==> src/rtl/prefetcher_pkg.sv <==
// Shared constants and types for the prefetcher AXI read path.
// Covers queue opcodes, AXI encodings and the AR channel state encoding.
package prefetcher_pkg;
    localparam logic [1:0] OP_INVALIDATE = 2'd0;
    localparam logic [1:0] OP_READ       = 2'd1;
    localparam logic [1:0] OP_WRITE_REQ  = 2'd2;
    localparam logic [1:0] OP_WRITE_RESP = 2'd3;

    localparam logic [1:0] BURST_INCR = 2'b01;
    localparam logic [1:0] RESP_OKAY  = 2'b00;

    typedef enum logic {
        AR_IDLE = 1'b0,
        AR_ADDR = 1'b1
    } ar_state_e;
endpackage

==> src/rtl/prefetch_addr_fifo.sv <==
// Address FIFO holding the block address of every accepted AR, in issue order.
// The head is read combinationally so it is usable in the burst completion cycle.
module prefetch_addr_fifo #(
    parameter int WIDTH     = 64,
    parameter int LOG_DEPTH = 3
) (
    input  logic             clk,
    input  logic             resetN,
    input  logic             push,
    input  logic [WIDTH-1:0] push_data,
    input  logic             pop,
    output logic [WIDTH-1:0] head,
    output logic             full,
    output logic             empty
);
    localparam int DEPTH = 1 << LOG_DEPTH;

    logic [WIDTH-1:0]   mem [DEPTH];
    logic [LOG_DEPTH:0] wr_ptr_q, wr_ptr_d;
    logic [LOG_DEPTH:0] rd_ptr_q, rd_ptr_d;
    logic               do_push, do_pop;

    assign empty = (wr_ptr_q == rd_ptr_q);
    assign full  = (wr_ptr_q[LOG_DEPTH] != rd_ptr_q[LOG_DEPTH]) &&
                   (wr_ptr_q[LOG_DEPTH-1:0] == rd_ptr_q[LOG_DEPTH-1:0]);
    // A pop frees the slot in the same cycle, so push is legal when full and popping.
    assign do_push = push && (!full || pop);
    assign do_pop  = pop && !empty;
    assign head    = mem[rd_ptr_q[LOG_DEPTH-1:0]];

    always_comb begin
        wr_ptr_d = wr_ptr_q;
        rd_ptr_d = rd_ptr_q;
        if (do_push) wr_ptr_d = wr_ptr_q + 1'b1;
        if (do_pop)  rd_ptr_d = rd_ptr_q + 1'b1;
    end

    always_ff @(posedge clk or negedge resetN) begin
        if (!resetN) begin
            wr_ptr_q <= '0;
            rd_ptr_q <= '0;
        end else begin
            wr_ptr_q <= wr_ptr_d;
            rd_ptr_q <= rd_ptr_d;
        end
    end

    always_ff @(posedge clk) begin
        if (do_push) mem[wr_ptr_q[LOG_DEPTH-1:0]] <= push_data;
    end
endmodule

==> src/rtl/prefetch_axi_issuer.sv <==
// Issues block-aligned prefetches as AXI INCR read bursts, assembles the returned
// beats into a block and reports writeReq / writeResp / invalidate to the data queue.
module prefetch_axi_issuer
    import prefetcher_pkg::*;
#(
    parameter int BA_ADDR_SIZE         = 64,
    parameter int LOG_BLOCK_DATA_BYTES = 6,
    parameter int LOG_AXI_DATA_BYTES   = 3,
    parameter int LOG_MAX_OUTSTANDING  = 3,
    parameter int ID_WIDTH             = 4,
    parameter int PF_ID                = 0
) (
    input  logic                                clk,
    input  logic                                resetN,
    input  logic                                pfReqValid,
    output logic                                pfReqReady,
    input  logic [BA_ADDR_SIZE-1:0]             pfReqAddr,
    input  logic                                queueAlmostFull,
    output logic                                arvalid,
    input  logic                                arready,
    output logic [BA_ADDR_SIZE-1:0]             araddr,
    output logic [7:0]                          arlen,
    output logic [2:0]                          arsize,
    output logic [1:0]                          arburst,
    output logic [ID_WIDTH-1:0]                 arid,
    input  logic                                rvalid,
    output logic                                rready,
    input  logic [(8<<LOG_AXI_DATA_BYTES)-1:0]  rdata,
    input  logic [1:0]                          rresp,
    input  logic                                rlast,
    input  logic [ID_WIDTH-1:0]                 rid,
    output logic                                qOpValid,
    output logic [1:0]                          qOpcode,
    output logic [BA_ADDR_SIZE-1:0]             qAddr,
    output logic [(8<<LOG_BLOCK_DATA_BYTES)-1:0] qData,
    output logic [LOG_MAX_OUTSTANDING:0]        outstandingCnt,
    output logic                                protocolErr
);
    localparam int AXI_W   = 8 << LOG_AXI_DATA_BYTES;
    localparam int BLK_W   = 8 << LOG_BLOCK_DATA_BYTES;
    localparam int LOG_BT  = LOG_BLOCK_DATA_BYTES - LOG_AXI_DATA_BYTES;
    localparam int BEATS   = 1 << LOG_BT;
    localparam int MAX_OUT = 1 << LOG_MAX_OUTSTANDING;
    localparam int CW      = LOG_MAX_OUTSTANDING + 1;
    localparam int BCW     = LOG_BT + 1;
    localparam logic [BA_ADDR_SIZE-1:0] BLK_MASK = {BA_ADDR_SIZE{1'b1}} << LOG_BLOCK_DATA_BYTES;

    ar_state_e               state_q, state_d;
    logic [BA_ADDR_SIZE-1:0] araddr_q, araddr_d;
    logic [CW-1:0]           cnt_q, cnt_d;
    logic [BCW-1:0]          beat_cnt_q, beat_cnt_d, beat_cnt_inc;
    logic                    burst_err_q, burst_err_d, burst_err;
    logic [BLK_W-1:0]        block_q, block_d, block_merged;
    logic                    resp_valid_q, resp_valid_d;
    logic [1:0]              resp_op_q, resp_op_d;
    logic [BA_ADDR_SIZE-1:0] resp_addr_q, resp_addr_d;
    logic [BLK_W-1:0]        resp_data_q, resp_data_d;
    logic                    pending_q, pending_d;
    logic [BA_ADDR_SIZE-1:0] pending_addr_q, pending_addr_d;
    logic                    perr_q, perr_d;
    logic                    req_acc, ar_hs, beat_ok, beat_bad, burst_done, len_bad;
    logic [BA_ADDR_SIZE-1:0] fifo_head;
    logic                    fifo_full, fifo_empty;

    assign pfReqReady = resetN && (state_q == AR_IDLE) && !queueAlmostFull &&
                        (cnt_q < CW'(MAX_OUT)) && !pending_q && !fifo_full;
    assign req_acc    = pfReqValid && pfReqReady;
    assign ar_hs      = arvalid && arready;
    assign rready     = resetN;

    // The FIFO holds exactly the outstanding bursts, so empty means outstandingCnt == 0.
    assign beat_ok      = rvalid && (rid == ID_WIDTH'(PF_ID)) && !fifo_empty;
    assign beat_bad     = rvalid && !beat_ok;
    assign beat_cnt_inc = beat_cnt_q + 1'b1;
    assign burst_done   = beat_ok && (rlast || (beat_cnt_inc == BCW'(BEATS)));
    assign len_bad      = burst_done && !(rlast && (beat_cnt_inc == BCW'(BEATS)));
    assign burst_err    = burst_err_q || (rresp != RESP_OKAY);

    prefetch_addr_fifo #(
        .WIDTH    (BA_ADDR_SIZE),
        .LOG_DEPTH(LOG_MAX_OUTSTANDING)
    ) u_addr_fifo (
        .clk      (clk),
        .resetN   (resetN),
        .push     (ar_hs),
        .push_data(araddr_q),
        .pop      (burst_done),
        .head     (fifo_head),
        .full     (fifo_full),
        .empty    (fifo_empty)
    );

    always_ff @(posedge clk or negedge resetN) begin
        if (!resetN) state_q <= AR_IDLE;
        else         state_q <= state_d;
    end

    always_comb begin
        state_d = state_q;
        case (state_q)
            AR_IDLE: if (req_acc) state_d = AR_ADDR;
            AR_ADDR: if (arready) state_d = AR_IDLE;
            default: state_d = AR_IDLE;
        endcase
    end

    always_comb begin
        arvalid = (state_q == AR_ADDR);
        arlen   = arvalid ? 8'(BEATS - 1) : 8'd0;
        arsize  = arvalid ? 3'(LOG_AXI_DATA_BYTES) : 3'd0;
        arburst = arvalid ? BURST_INCR : 2'b00;
        arid    = arvalid ? ID_WIDTH'(PF_ID) : '0;
    end

    // Beat 0 lands at the MSB end of the block.
    always_comb begin
        block_merged = block_q;
        if (beat_ok)
            block_merged[(BEATS - 1 - int'(beat_cnt_q[LOG_BT-1:0])) * AXI_W +: AXI_W] = rdata;
    end

    always_comb begin
        araddr_d       = req_acc ? (pfReqAddr & BLK_MASK) : araddr_q;
        cnt_d          = cnt_q + CW'(ar_hs) - CW'(burst_done);
        beat_cnt_d     = burst_done ? '0 : (beat_ok ? beat_cnt_inc : beat_cnt_q);
        burst_err_d    = burst_done ? 1'b0 : (beat_ok ? burst_err : burst_err_q);
        block_d        = burst_done ? '0 : block_merged;
        perr_d         = perr_q || beat_bad || len_bad;
        resp_valid_d   = burst_done;
        resp_op_d      = OP_INVALIDATE;
        resp_addr_d    = '0;
        resp_data_d    = '0;
        if (burst_done) begin
            resp_addr_d = fifo_head;
            if (!burst_err && !len_bad) begin
                resp_op_d   = OP_WRITE_RESP;
                resp_data_d = block_merged;
            end
        end
        // A writeReq waits here while a response op occupies the output.
        pending_d      = ar_hs || (pending_q && resp_valid_q);
        pending_addr_d = ar_hs ? araddr_q : pending_addr_q;
    end

    always_ff @(posedge clk or negedge resetN) begin
        if (!resetN) begin
            araddr_q       <= '0;
            cnt_q          <= '0;
            beat_cnt_q     <= '0;
            burst_err_q    <= 1'b0;
            block_q        <= '0;
            resp_valid_q   <= 1'b0;
            resp_op_q      <= OP_INVALIDATE;
            resp_addr_q    <= '0;
            resp_data_q    <= '0;
            pending_q      <= 1'b0;
            pending_addr_q <= '0;
            perr_q         <= 1'b0;
        end else begin
            araddr_q       <= araddr_d;
            cnt_q          <= cnt_d;
            beat_cnt_q     <= beat_cnt_d;
            burst_err_q    <= burst_err_d;
            block_q        <= block_d;
            resp_valid_q   <= resp_valid_d;
            resp_op_q      <= resp_op_d;
            resp_addr_q    <= resp_addr_d;
            resp_data_q    <= resp_data_d;
            pending_q      <= pending_d;
            pending_addr_q <= pending_addr_d;
            perr_q         <= perr_d;
        end
    end

    always_comb begin
        qOpValid = resp_valid_q || pending_q;
        qOpcode  = OP_INVALIDATE;
        qAddr    = '0;
        qData    = '0;
        if (resp_valid_q) begin
            qOpcode = resp_op_q;
            qAddr   = resp_addr_q;
            qData   = resp_data_q;
        end else if (pending_q) begin
            qOpcode = OP_WRITE_REQ;
            qAddr   = pending_addr_q;
        end
    end

    assign araddr         = araddr_q;
    assign outstandingCnt = cnt_q;
    assign protocolErr    = perr_q;
endmodule
==> config.mk <==
export PLATFORM = sky130hd
export DESIGN_NAME = prefetch_axi_issuer
export DESIGN_NICKNAME = d
export VERILOG_FILES = /design/src/rtl/prefetcher_pkg.sv /design/src/rtl/prefetch_addr_fifo.sv /design/src/rtl/prefetch_axi_issuer.sv
export SDC_FILE = /design/constraint.sdc
export NUM_CORES = 2
export LEC_CHECK = 0
export CORE_ASPECT_RATIO = 1.2
export CORE_MARGIN = 2
export CORE_UTILIZATION = 40
export DETAILED_ROUTE_END_ITERATION = 8
export GPL_ROUTABILITY_DRIVEN = 0
export SYNTH_ARGS = -nofsm -noshare
export SYNTH_HDL_FRONTEND = slang
export SYNTH_SLANG_ARGS = --single-unit
==> constraint.sdc <==
create_clock -name clk -period 13.89 [get_ports clk]
set_input_delay 4.167 -clock clk [delete_from_list [all_inputs] [get_ports clk]]
set_output_delay 4.167 -clock clk [all_outputs]
set_load 0.01 [all_outputs]
==> out/metrics.cfg <==
[clock_network]
clockBufferDepth=3
clk_pin_slew_worst_paths_ns=0.06
numCtsBuffers=168
cts.root.buffer_cell=clkbuf_16
cts_hold_buf=0
htree_num_levels=4
numClockSinks=1684
cts_tree=done
post_cts.repair.setup_buffers=0
clock_latency_at_the_later_pin_of_the_worst_skew_pair_ns=0.82
post_cts_resized=0

[global_route]
first_global_vias=39600
grt_start_max_net_pins=258
global_route.overflow_total=0
grt_usage_pct=21.96
grt_pass1_wl_mm=268.5
antenna_found_initial=9

[sta]
maxClockFrequency_ghz=0.1035
final_hold_viol_count=0
slew-limit-headroom_pct=16.75
final_min_period_over_clock_period_pct=69.53
final-max-slew-violation-count=0
clock-skew-final_ns=0.04353
worstMarginPinSlew_ns=1.249
finalSetupTns_ns=0
final.min_clock_period_ns=9.658
rsz0062_at_grt=false
setup_violations=0

[synth]
syn-cell-area_sq_um=64940
synth.avg_cell_area_sq_um=13.48
yosys_warnings=0
synth.ff_latch_count=1684
yosysSeqAreaShare_pct=68.46
post_synth_inst_count=4818
synth-edff-count=464
synth_cell_type_count=50
synth_top_flop_cell=dfrtp_1
ys_async_sr_fraction_pct=72.45

[setup_path]
setup.worst_path.class=in -> out
arrival_ns=5.49
r2r_setup_slack_ns=8.59
critical_path_required_ns=9.72
cp_num_buf_inv=2
cp-start-kind=input pin
cpMaxStageDelayCell=clkdlybuf4s50_1
end_kind=output pin
critical_path.max_stage_delay_ns=0.57
critical_path_peak_fanout=57
crit_path_cell_trace=buf_16 -> and4b_1 -> clkdlybuf4s50_1
cp_top_family=buffers and inverters

[pwr]
pwr-share-comb_pct=14.6
switching_power_w=0.003373
worst_ir_drop_vdd_v=0.0001288
clock_power_share_pct=36.3
intPower_w=0.009184
switching_share_pct=26.86
power_per_cell_area_nw_per_um2=156.6
seq_power_share_pct=49.1
static-leakage-power_nw=34.55

[drt]
detailed_routing_wirelength_on_met1_mm=80.68
detail_route.wl_per_cell_um=23.54
route.detailed.drc=0
dr_wl_met2_mm=85.06
dr.max_layer_used=met5
dr_total_vias=39080
detail_route.iter0.violations=3272
routed_wl_mm=183.2
detail_route.vias_per_cell=5.024
first_pass_iteration_count_of_the_detailed_router=5
postRouteAntennaNets=0
route.met3.wl_mm=12.27

[floorplanning]
core_region_area_sq_um=161800
chipWidth_um=371.8
chipHeight_um=445.4
placementRows=162
ios=809
die_area_sq_um=165600
floorplan.initialDensity_pct=40.15

[job]
max_cap_violation_count=0

[cells_and_area]
fillCellCount=14070
multi_input_comb_area_sq_um=18980
finalNetCount=5664
final-seq-area_sq_um=44480
drive_gt1_share_pct=9.245
area_growth_pct=23.43
postLayoutCellArea_sq_um=80160

[placed_design]
i_o_buffers=779
hpwlAfterDp_mm=110.6
dpl-instance-area_sq_um=74590

[hold_path]
hp-class=reg -> reg

[outcome]
outcome=completed

==> logic make-up (layout without fill, tap and decap cells) <==
logic type	Yosys count	after routing	share of synthesized area, %
muxes	746	746	13.85
other	1	25	0.005774
DFF	1684	1684	68.46
xor gates and xnor gates	15	15	0.2023
and+or+nand+nor	1928	1928	13.70
buffers and inverters	359	1165	2.663
adders and majority gates	8	8	0.1657
AOI/OAI and AO/OA	77	77	0.9556
==> through the flow <==
step	setup WS (ns)	cells	hold WS (ns)	total power (W)	util, %
after floorplan	2.504	4840	0.4472	0.007212	-
after global placement	4.208	7477	0.4451	0.008074	46.11
after detailed placement	4.144	7477	0.4518	0.008131	46.11
after CTS	4.236	7778	0.4674	0.01271	49.55
after global routing	4.188	7778	0.4896	0.01311	49.55
final	4.232	7780	0.4687	0.01256	49.56
==> path summary, 6_finish.rpt <==
check                                    from  depth (start not counted)                       to
worst max register to register  beat_cnt_q[0]                          9             block_q[193]
worst min register to register    protocolErr                          1              protocolErr
max in group asynchronous              resetN                          7  u_addr_fifo.rd_ptr_q[0]
worst max-delay path                   resetN                          3               pfReqReady
worst min-delay path              protocolErr                          1              protocolErr
min in group asynchronous              resetN                          1         resp_data_q[231]
==> final cells by class <==
type	count	share of cell area, %
Inverter	11	0.06087
Clock buffer	261	6.183
Sequential cell	1684	55.49
Antenna cell	2	0.006244
Tap cell	2132	3.328
Timing Repair Buffer	853	10.50
Clock inverter	40	0.7586
Multi-Input combinational cell	2797	23.67
==> power by group through the flow <==
stage | logic [W] | registers, W | clock network (W)
2_1_floorplan | 0.00114 | 0.00608 | 0
3_3_place_gp | 0.00185 | 0.00622 | 0
3_5_place_dp | 0.00187 | 0.00626 | 0
4_1_cts | 0.00188 | 0.00617 | 0.00465
5_1_grt | 0.00201 | 0.00623 | 0.00486
6_report | 0.00184 | 0.00616 | 0.00456
==> layout by cell type, fill, tap and decap left out, types with 3 or more instances in the layout <==
master / count
bufinv_16: 8
nor4_2: 3
mux2_1: 9
a22o_1: 58
dfrtp_4: 4
xor2_1: 5
clkbuf_1: 55
edfxtp_1: 464
nand2_1: 187
nor3_1: 3
clkbuf_8: 36
ha_1: 7
buf_4: 70
or2_2: 3
mux4_2: 116
nand3_1: 6
clkinv_8: 3
and2_1: 604
nor3_2: 8
mux2_2: 51
mux2i_1: 570
buf_12: 4
conb_1: 23
inv_16: 4
inv_6: 3
nor2_1: 1084
clkinv_2: 14
a21oi_1: 4
xnor2_1: 10
inv_1: 9
clkinv_16: 4
o21ai_0: 8
dfrtp_1: 1216
clkbuf_16: 170
clkdlybuf4s50_1: 778
==> synth_stat cells, types with 11 or more instances <==
cell type | number | share of area [%]
dfrtp_1 | 1220 | 47
nor2_1 | 1086 | 6.3
and2_1 | 605 | 5.8
mux2i_1 | 570 | 8.8
edfxtp_1 | 464 | 21
nand2_1 | 188 | 1.1
clkbuf_1 | 170 | 0.98
buf_2 | 116 | 0.89
mux4_2 | 116 | 4.0
a22o_1 | 58 | 0.78
buf_4 | 55 | 0.64
mux2_2 | 51 | 0.88
nor3_1 | 11 | 0.085
==> per-layer routing <==
layer / global-route usage (%) / vias up
met5: 0 / -
met4: 6.669 / 2
met3: 5.348 / 221
met2: 34.12 / 1186
met1: 30.56 / 20290
li1: - / 17390
==> flip-flops by register name, indices dropped and copies added (netlist names), 58 cells and up <==
signal / count
block_q: 512
resp_addr_q: 58
u_addr_fifo.mem: 464
araddr: 58
pending_addr_q: 58
resp_data_q: 512
==> worst reg2reg max path: cells and delay by family, from the launching register on <==
kind	cells	cell delay, ns
buf+inv	3	2.60
simple gates	3	0.81
flops	1	0.74
fa+ha+maj	2	0.61
compound gates	1	0.40
Power figures use the tool's default switching activity.
